==> config.mk <==
export PLATFORM = sky130hd
export DESIGN_NAME = msgdma_fetch
export DESIGN_NICKNAME = d
export VERILOG_FILES = /design/src/rtl/msgdma_fetch.sv
export SDC_FILE = /design/constraint.sdc
export NUM_CORES = 1
export LEC_CHECK = 0
export CORE_AREA = 5 5 118 120
export DETAILED_ROUTE_END_ITERATION = 16
export DIE_AREA = 0 0 123 125
export PLACE_DENSITY = 0.83
export SYNTH_ARGS = -nofsm -noshare
export SYNTH_HDL_FRONTEND = slang
export SYNTH_SLANG_ARGS = --single-unit
==> constraint.sdc <==
create_clock -name clk -period 5.9 [get_ports clk]
set_input_delay 1.77 -clock clk [delete_from_list [all_inputs] [get_ports clk]]
set_output_delay 1.77 -clock clk [all_outputs]
set_load 0.05 [all_outputs]
==> src/rtl/msgdma_fetch.sv <==
// Avalon-ST sink adapter for the mSGDMA read side: checks sop/eop framing, buffers beats in a
// small FIFO and presents them to a local consumer over valid/ready.
module msgdma_fetch #(
  parameter int N     = 32,
  parameter int DEPTH = 4
) (
  input  logic         clk,
  input  logic         reset,
  input  logic [N-1:0] source_data,
  input  logic         source_valid,
  output logic         source_ready,
  input  logic         source_startofpacket,
  input  logic         source_endofpacket,
  output logic [N-1:0] data,
  output logic         data_first,
  output logic         data_last,
  output logic         data_valid,
  input  logic         data_ready,
  output logic [15:0]  pkt_count,
  output logic         err_framing,
  input  logic         err_clear
);

  localparam int AW = (DEPTH > 1) ? $clog2(DEPTH) : 1;
  localparam int CW = AW + 1;

  typedef enum logic [0:0] {IDLE, IN_PKT} state_t;

  // Entry layout: {first, last, data}
  logic [N+1:0]   mem_q [DEPTH];
  logic [N+1:0]   mem_d [DEPTH];
  logic [AW-1:0]  wr_ptr_q, wr_ptr_d;
  logic [AW-1:0]  rd_ptr_q, rd_ptr_d;
  logic [CW-1:0]  count_q, count_d;
  logic           ready_q, ready_d;
  logic [15:0]    pkt_count_q, pkt_count_d;
  logic           err_q, err_d;
  state_t         state_q, state_d;

  logic           accept;
  logic           push;
  logic           pop;
  logic           pkt_inc;
  logic           err_set;
  logic           in_first;
  logic           in_last;
  logic           empty;
  logic [N+1:0]   head;

  assign accept = source_valid & ready_q;
  assign empty  = (count_q == '0);
  assign pop    = ~empty & data_ready;
  assign head   = mem_q[rd_ptr_q];

  // Framer: only accepted beats advance it; a stray continuation beat is dropped, a
  // premature sop restarts a packet in place.
  always_comb begin
    push     = 1'b0;
    in_first = 1'b0;
    in_last  = 1'b0;
    pkt_inc  = 1'b0;
    err_set  = 1'b0;
    state_d  = state_q;
    if (accept) begin
      case (state_q)
        IDLE: begin
          if (source_startofpacket) begin
            push     = 1'b1;
            in_first = 1'b1;
            in_last  = source_endofpacket;
            if (source_endofpacket) pkt_inc = 1'b1;
            else                    state_d = IN_PKT;
          end else begin
            err_set = 1'b1;
          end
        end
        IN_PKT: begin
          push     = 1'b1;
          in_first = source_startofpacket;
          in_last  = source_endofpacket;
          err_set  = source_startofpacket;
          if (source_endofpacket) begin
            pkt_inc = 1'b1;
            state_d = IDLE;
          end
        end
        default: state_d = IDLE;
      endcase
    end
  end

  always_comb begin
    for (int i = 0; i < DEPTH; i++) begin
      mem_d[i] = mem_q[i];
      if (push && (wr_ptr_q == AW'(i))) mem_d[i] = {in_first, in_last, source_data};
    end
    wr_ptr_d    = push ? wr_ptr_q + AW'(1) : wr_ptr_q;
    rd_ptr_d    = pop  ? rd_ptr_q + AW'(1) : rd_ptr_q;
    count_d     = count_q + CW'(push) - CW'(pop);
    ready_d     = (count_d < CW'(DEPTH));
    pkt_count_d = pkt_count_q + 16'(pkt_inc);
    err_d       = err_set ? 1'b1 : (err_clear ? 1'b0 : err_q);
  end

  always_ff @(posedge clk) begin
    if (reset) begin
      for (int i = 0; i < DEPTH; i++) mem_q[i] <= '0;
      wr_ptr_q    <= '0;
      rd_ptr_q    <= '0;
      count_q     <= '0;
      ready_q     <= 1'b0;
      pkt_count_q <= '0;
      err_q       <= 1'b0;
      state_q     <= IDLE;
    end else begin
      for (int i = 0; i < DEPTH; i++) mem_q[i] <= mem_d[i];
      wr_ptr_q    <= wr_ptr_d;
      rd_ptr_q    <= rd_ptr_d;
      count_q     <= count_d;
      ready_q     <= ready_d;
      pkt_count_q <= pkt_count_d;
      err_q       <= err_d;
      state_q     <= state_d;
    end
  end

  assign source_ready = ready_q;
  assign data_valid   = ~empty;
  assign data         = empty ? '0   : head[N-1:0];
  assign data_last    = empty ? 1'b0 : head[N];
  assign data_first   = empty ? 1'b0 : head[N+1];
  assign pkt_count    = pkt_count_q;
  assign err_framing  = err_q;

endmodule
==> results of run 1 <==
==> path summary, 6_finish.rpt <==
path / startpoint / to
max reg2reg: source_ready / pkt_count[14]
min reg2reg: state_q / state_q
max: flip-flop / data[14]
min: state_q / state_q
==> where the power goes <==
part	total, mW	internal, mW	switching (mW)
clock network	1.07	0.650	0.423
registers	1.42	1.33	0.0823
logic	1.11	0.430	0.681
==> stage by stage <==
step	hold WS [ps]	util (%)	std cells	setup slack, ps
6_report	491	69.8	786	1060
3_5_place_dp	475	65.4	757	1430
5_1_grt	513	69.8	786	813
2_1_floorplan	451	-	524	2350
3_3_place_gp	468	65.4	757	1480
4_1_cts	486	69.8	786	963
==> routing by layer <==
metal | global-route usage [%] | vias to the layer above
li1 | - | 2139
met1 | 26.6 | 2284
met2 | 35.9 | 181
met3 | 7.45 | 21
met4 | 6.45 | 2
met5 | 0 | -
==> synthesized netlist by cell type (3+ instances only) <==
| library cell | count | area, um2 |
|---|---|---|
| a21o_1 | 4 | 30.0 |
| nor2_1 | 25 | 93.8 |
| or4_1 | 4 | 30.0 |
| o31ai_1 | 5 | 37.5 |
| buf_2 | 13 | 65.1 |
| xnor2_1 | 3 | 26.3 |
| edfxtp_1 | 136 | 4080 |
| ha_1 | 8 | 100 |
| nor2b_1 | 42 | 263 |
| clkbuf_1 | 22 | 82.6 |
| and3_1 | 129 | 807 |
| xor2_1 | 6 | 52.6 |
| mux4_2 | 34 | 766 |
| nor4_1 | 4 | 25.0 |
| o21ai_0 | 4 | 20.0 |
| buf_4 | 3 | 22.5 |
| a21oi_1 | 7 | 35.0 |
| mux2_2 | 4 | 45.0 |
| nand3_1 | 5 | 25.0 |
| inv_1 | 11 | 41.3 |
| buf_1 | 3 | 11.3 |
| nand2_1 | 8 | 30.0 |
| dfxtp_1 | 28 | 561 |
==> logic make-up (layout without fill, tap and decap cells) <==
family / Yosys count / count (layout) / synth area share, %
and+or+nand+nor: 228 / 228 / 18.5
DFF: 164 / 164 / 62.8
buffers and inverters: 52 / 138 / 3.01
muxes: 39 / 39 / 11.1
AOI/OAI and AO/OA: 23 / 23 / 1.96
adders and majority gates: 9 / 9 / 1.62
xor gates and xnor gates: 9 / 9 / 1.07
==> worst max-delay path, delay by kind of cell (launching register included) <==
kind | cells | cell delay, ps
and+or+nand+nor | 1 | 150
buffers and inverters | 2 | 1150
muxes | 1 | 560
DFF | 1 | 790
==> cell type report <==
type / instances / area [um2]
clock inverters: 12 / 141
repair buffers: 98 / 963
well taps: 176 / 220
multi-input cells: 308 / 2550
flip-flops and latches: 164 / 4650
clock buffers: 17 / 425
fillers: 865 / 3890
inverters: 11 / 41.3
==> state kept, by name (all words and copies together) (netlist names), named ones only <==
| name | cells |
|---|---|
| count_q | 3 |
| err_framing | 1 |
| mem_q | 136 |
| pkt_count | 16 |
| rd_ptr_q | 2 |
| source_ready | 1 |
| state_q | 1 |
| wr_ptr_q | 2 |
==> impl_metrics.tcl, run 1 <==
set metrics [dict create \
    total_power_mw 3.60 \
    ios 92 \
    slew_violations 0 \
    cp_data_arrival_time_ps 3070 \
    async_flop_share_pct 0 \
    cts_sinks 164 \
    synthToLayoutAreaGrowth_pct 21.4 \
    nets 648 \
    min_path_cells 2 \
    finalSetupViolCount 0 \
    port_buffers 91 \
    route.met2.wl_um 8020 \
    max-cap-violations 0 \
    layout_commonest_cell "edfxtp_1" \
    grt_pass1_wl_um 25100 \
    rsz0062_at_grt "false" \
    num_rows 42 \
    dpl_cell_area_um2 8420 \
    reg2reg_slack_ps 3430 \
    clk_latency_ps 430 \
    finalHoldViolations 0 \
    crit_path_max_incr_delay_ps 790 \
    die_area_um2 15400 \
    grt_max_degree 133 \
    routedWlPerCell_um 20.1 \
    highest_layer "met5" \
    worst_pin_slew_ps 1220 \
    cts_max_level 4 \
    final_cell_mix "136 x edfxtp_1, 129 x and3_1, 91 x clkdlybuf4s50_1" \
    cp_max_fo 19 \
    synth_nets 572 \
    synth_area_um2 7400 \
    synth_seq_cells 164 \
    clockBufferDepth 2 \
    antenna_found_initial 1 \
    cts_root_buf "clkbuf_16" \
    grt-ovfl-total 0 \
    antennaDiodeCount 0 \
    via_per_inst 5.89 \
    startpoint_type "flip-flop" \
    ctsHoldBuffers 0 \
    ant_nets 0 \
    path_clk_slew_ps 60 \
    cts_tree "done" \
    grt_pass1_vias 4821 \
    yosysUniqueCellTypes 36 \
    r2r_cells 8 \
    avgSynthCellArea_um2 14.1 \
    run_status "completed" \
    seq_area_frac_synth_pct 62.8 \
    clock_skew_ps 7.32 \
    synth_cells 524 \
    hp-class "reg -> reg" \
    path_cells "buf_4, mux4_2, nor2b_1, clkdlybuf4s50_1" \
    critPathCaptureType "primary output" \
    relSlewSlack_pct 18.9 \
    drt-total-wl_um 15800 \
    power.leakage_nw 3.60 \
    vias 4627 \
    die_x_um 123 \
    drc_errors 0 \
    wl_met1_um 6230 \
    fin_area_um2 8980 \
    start_util_pct 57.5 \
    core_area_um2 12900 \
    fin_tns_setup_ps 0 \
    hpwl_um 9110 \
    path_class "reg -> out" \
    crit_required_ps 4130 \
    drt_pass1_iterations 5 \
    max-vdd-ir-drop_mv 0.313 \
    p_per_area_nw_per_um2 401 \
    postCtsSetupRepairBufs 0 \
    place.gp.congestion 0.755 \
    drt_iter0_markers 414 \
    final.period_utilization_pct 82.1 \
    wl_met3_um 1350 \
    synth_ff_type "edfxtp_1" \
    max_freq_ghz 0.206 \
    cts_buffers 17 \
    cpMaxStageDelayCell "dfxtp_2" \
    synth_warnings 0 \
    min_period_ps 4840 \
    cts_resized 0 \
    drive_gt1_share_pct 13.8 \
    grtUsageTotal_pct 21.5 \
    fp.dieH_um 125 \
    synth-edff-count 136 \
]
Power figures use the tool's default switching activity.
==> run 2: changes to the inputs <==
CORE_AREA = 5 5 128 130   (was 5 5 118 120)
DIE_AREA = 0 0 133 135   (was 0 0 123 125)
PLACE_DENSITY = 0.75   (was 0.83)
clock period = 3.9 ns   (was 5.9 ns; I/O delays follow)
==> run 2 against run 1 <==
Against the previous run: worst setup slack worse by 810 ps; clock skew up 4.1 ps; worst hold slack improved by 17 ps; routed wire length up 1.1%; global-route usage down 2.7 points; register-to-register slack lost 1800 ps; critical path depth stayed put.
==> impl_metrics.tcl, run 2 (synthesis results as in run 1) <==
set metrics [dict create \
    cpMaxStageDelayCell "clkdlybuf4s50_1" \
    path_class "reg -> out" \
    crit_required_ps 2730 \
    die_area_um2 18000 \
    start_util_pct 49.2 \
    antennaDiodeCount 0 \
    core_area_um2 15000 \
    final-instance-count-excl-fill 807 \
    num_rows 45 \
    finalSetupViolCount 0 \
    cpLargestDelayFamily "buffers and inverters" \
    port_buffers 91 \
    cts_resized 0 \
    slew_violations 0 \
    power.leakage_nw 3.67 \
    p_per_area_nw_per_um2 591 \
    largest_reg_flops 136 \
    hpwl_um 9150 \
    via_per_inst 5.78 \
    drc_errors 0 \
    routedWlPerCell_um 19.8 \
    cts_max_level 4 \
    final_cell_mix "136 x edfxtp_1, 129 x and3_1, 90 x clkdlybuf4s50_1" \
    grt-ovfl-total 0 \
    nets 656 \
    layout_commonest_cell "edfxtp_1" \
    place.gp.congestion 0.792 \
    finalHoldViolations 0 \
    postCtsSetupRepairBufs 0 \
    max_freq_ghz 0.273 \
    grt_max_degree 85 \
    utilization_pct 60.5 \
    total_power_mw 5.38 \
    ant_nets 0 \
    grtUsageTotal_pct 18.8 \
    place_inst 777 \
    rsz0062_at_grt "false" \
    critPathCaptureType "primary output" \
    relSlewSlack_pct 64.7 \
    vias 4667 \
    cp_num_buf_inv 2 \
    startpoint_type "flip-flop" \
    max-vdd-ir-drop_mv 0.347 \
    crit_path_max_incr_delay_ps 720 \
    path_depth 4 \
    path_clk_slew_ps 60 \
    min_path_cells 2 \
    final.period_utilization_pct 93.8 \
    synthToLayoutAreaGrowth_pct 23.0 \
    clk_latency_ps 420 \
    cp_max_fo 34 \
    worst_pin_slew_ps 525 \
    grt_pass1_vias 4938 \
    r2r_cells 8 \
    max-cap-violations 0 \
    antenna_found_initial 0 \
    run_status "completed" \
    clock_skew_ps 11.5 \
    die_x_um 133 \
    fp.dieH_um 135 \
    cts_tree "done" \
    drt_pass1_iterations 5 \
    cts_root_buf "clkbuf_16" \
    min_period_ps 3660 \
    top_register "mem_q" \
    cp_data_arrival_time_ps 2490 \
    cts_sinks 164 \
    path_cells "buf_12, mux4_2, nor2b_1, clkdlybuf4s50_1" \
    ios 92 \
    drt-total-wl_um 16000 \
    hp-class "reg -> reg" \
    ctsHoldBuffers 0 \
    reg2reg_slack_ps 1610 \
    drive_gt1_share_pct 15.0 \
    cts_buffers 17 \
    hold_ws_ps 508 \
    fin_tns_setup_ps 0 \
    clockBufferDepth 2 \
    grt_pass1_wl_um 26200 \
    drt_iter0_markers 352 \
]
## run 2: changes by cell type in the layout (fill, tap and decap cells not counted), sizes merged
cell | previous run | this run
buf | 7 | 16
bufinv | 3 | 1
clkbuf | 17 | 18
clkdlybuf4s50 | 91 | 90
clkinv | 5 | 9
clkinvlp | 4 | 1
inv | 11 | 12
## run 2: routing by layer
metal / global-route usage, % / routed length (um)
met5: 0 / 0
met4: 6.29 / 211
met3: 5.55 / 1140
met2: 31.2 / 7900
met1: 23.9 / 6760
## run 2: layout make-up
type	count	area [um2]
Clock buffer	18	429
Multi-Input combinational cell	308	2550
Clock inverter	12	91.3
Tap cell	188	235
Sequential cell	164	4650
Timing Repair Buffer	106	1110
Fill cell	1157	5930
Inverter	11	41.3
## run 2: worst register-to-register path, cell delays in order, from the launching register on
cell and delay, ps:
dfxtp_1 410, and3_1 200, o21ai_0 120, inv_1 80, ha_1 200, ha_1 230, nand4_2 230, nor4_1 350
mux2_2 380
## run 2: power breakdown
part	switching (mW)	internal (mW)	total, mW
sequential	0.0546	2.01	2.07
combinational	1.12	0.692	1.81
clock	0.636	0.859	1.50
total	1.81	3.56	5.38
## run 2: final timing paths
check,startpoint,endpoint
max,flip-flop,data[31]
min,state_q,state_q
max reg2reg,source_ready,pkt_count[14]
min reg2reg,state_q,state_q
## run 2: through the flow
step | setup slack [ps] | cell area, um2
after floorplan | 946 | 7400
after global placement | 401 | 8580
after detailed placement | 301 | 8580
after CTS | 205 | 9100
after global routing | 149 | 9100
final | 243 | 9100
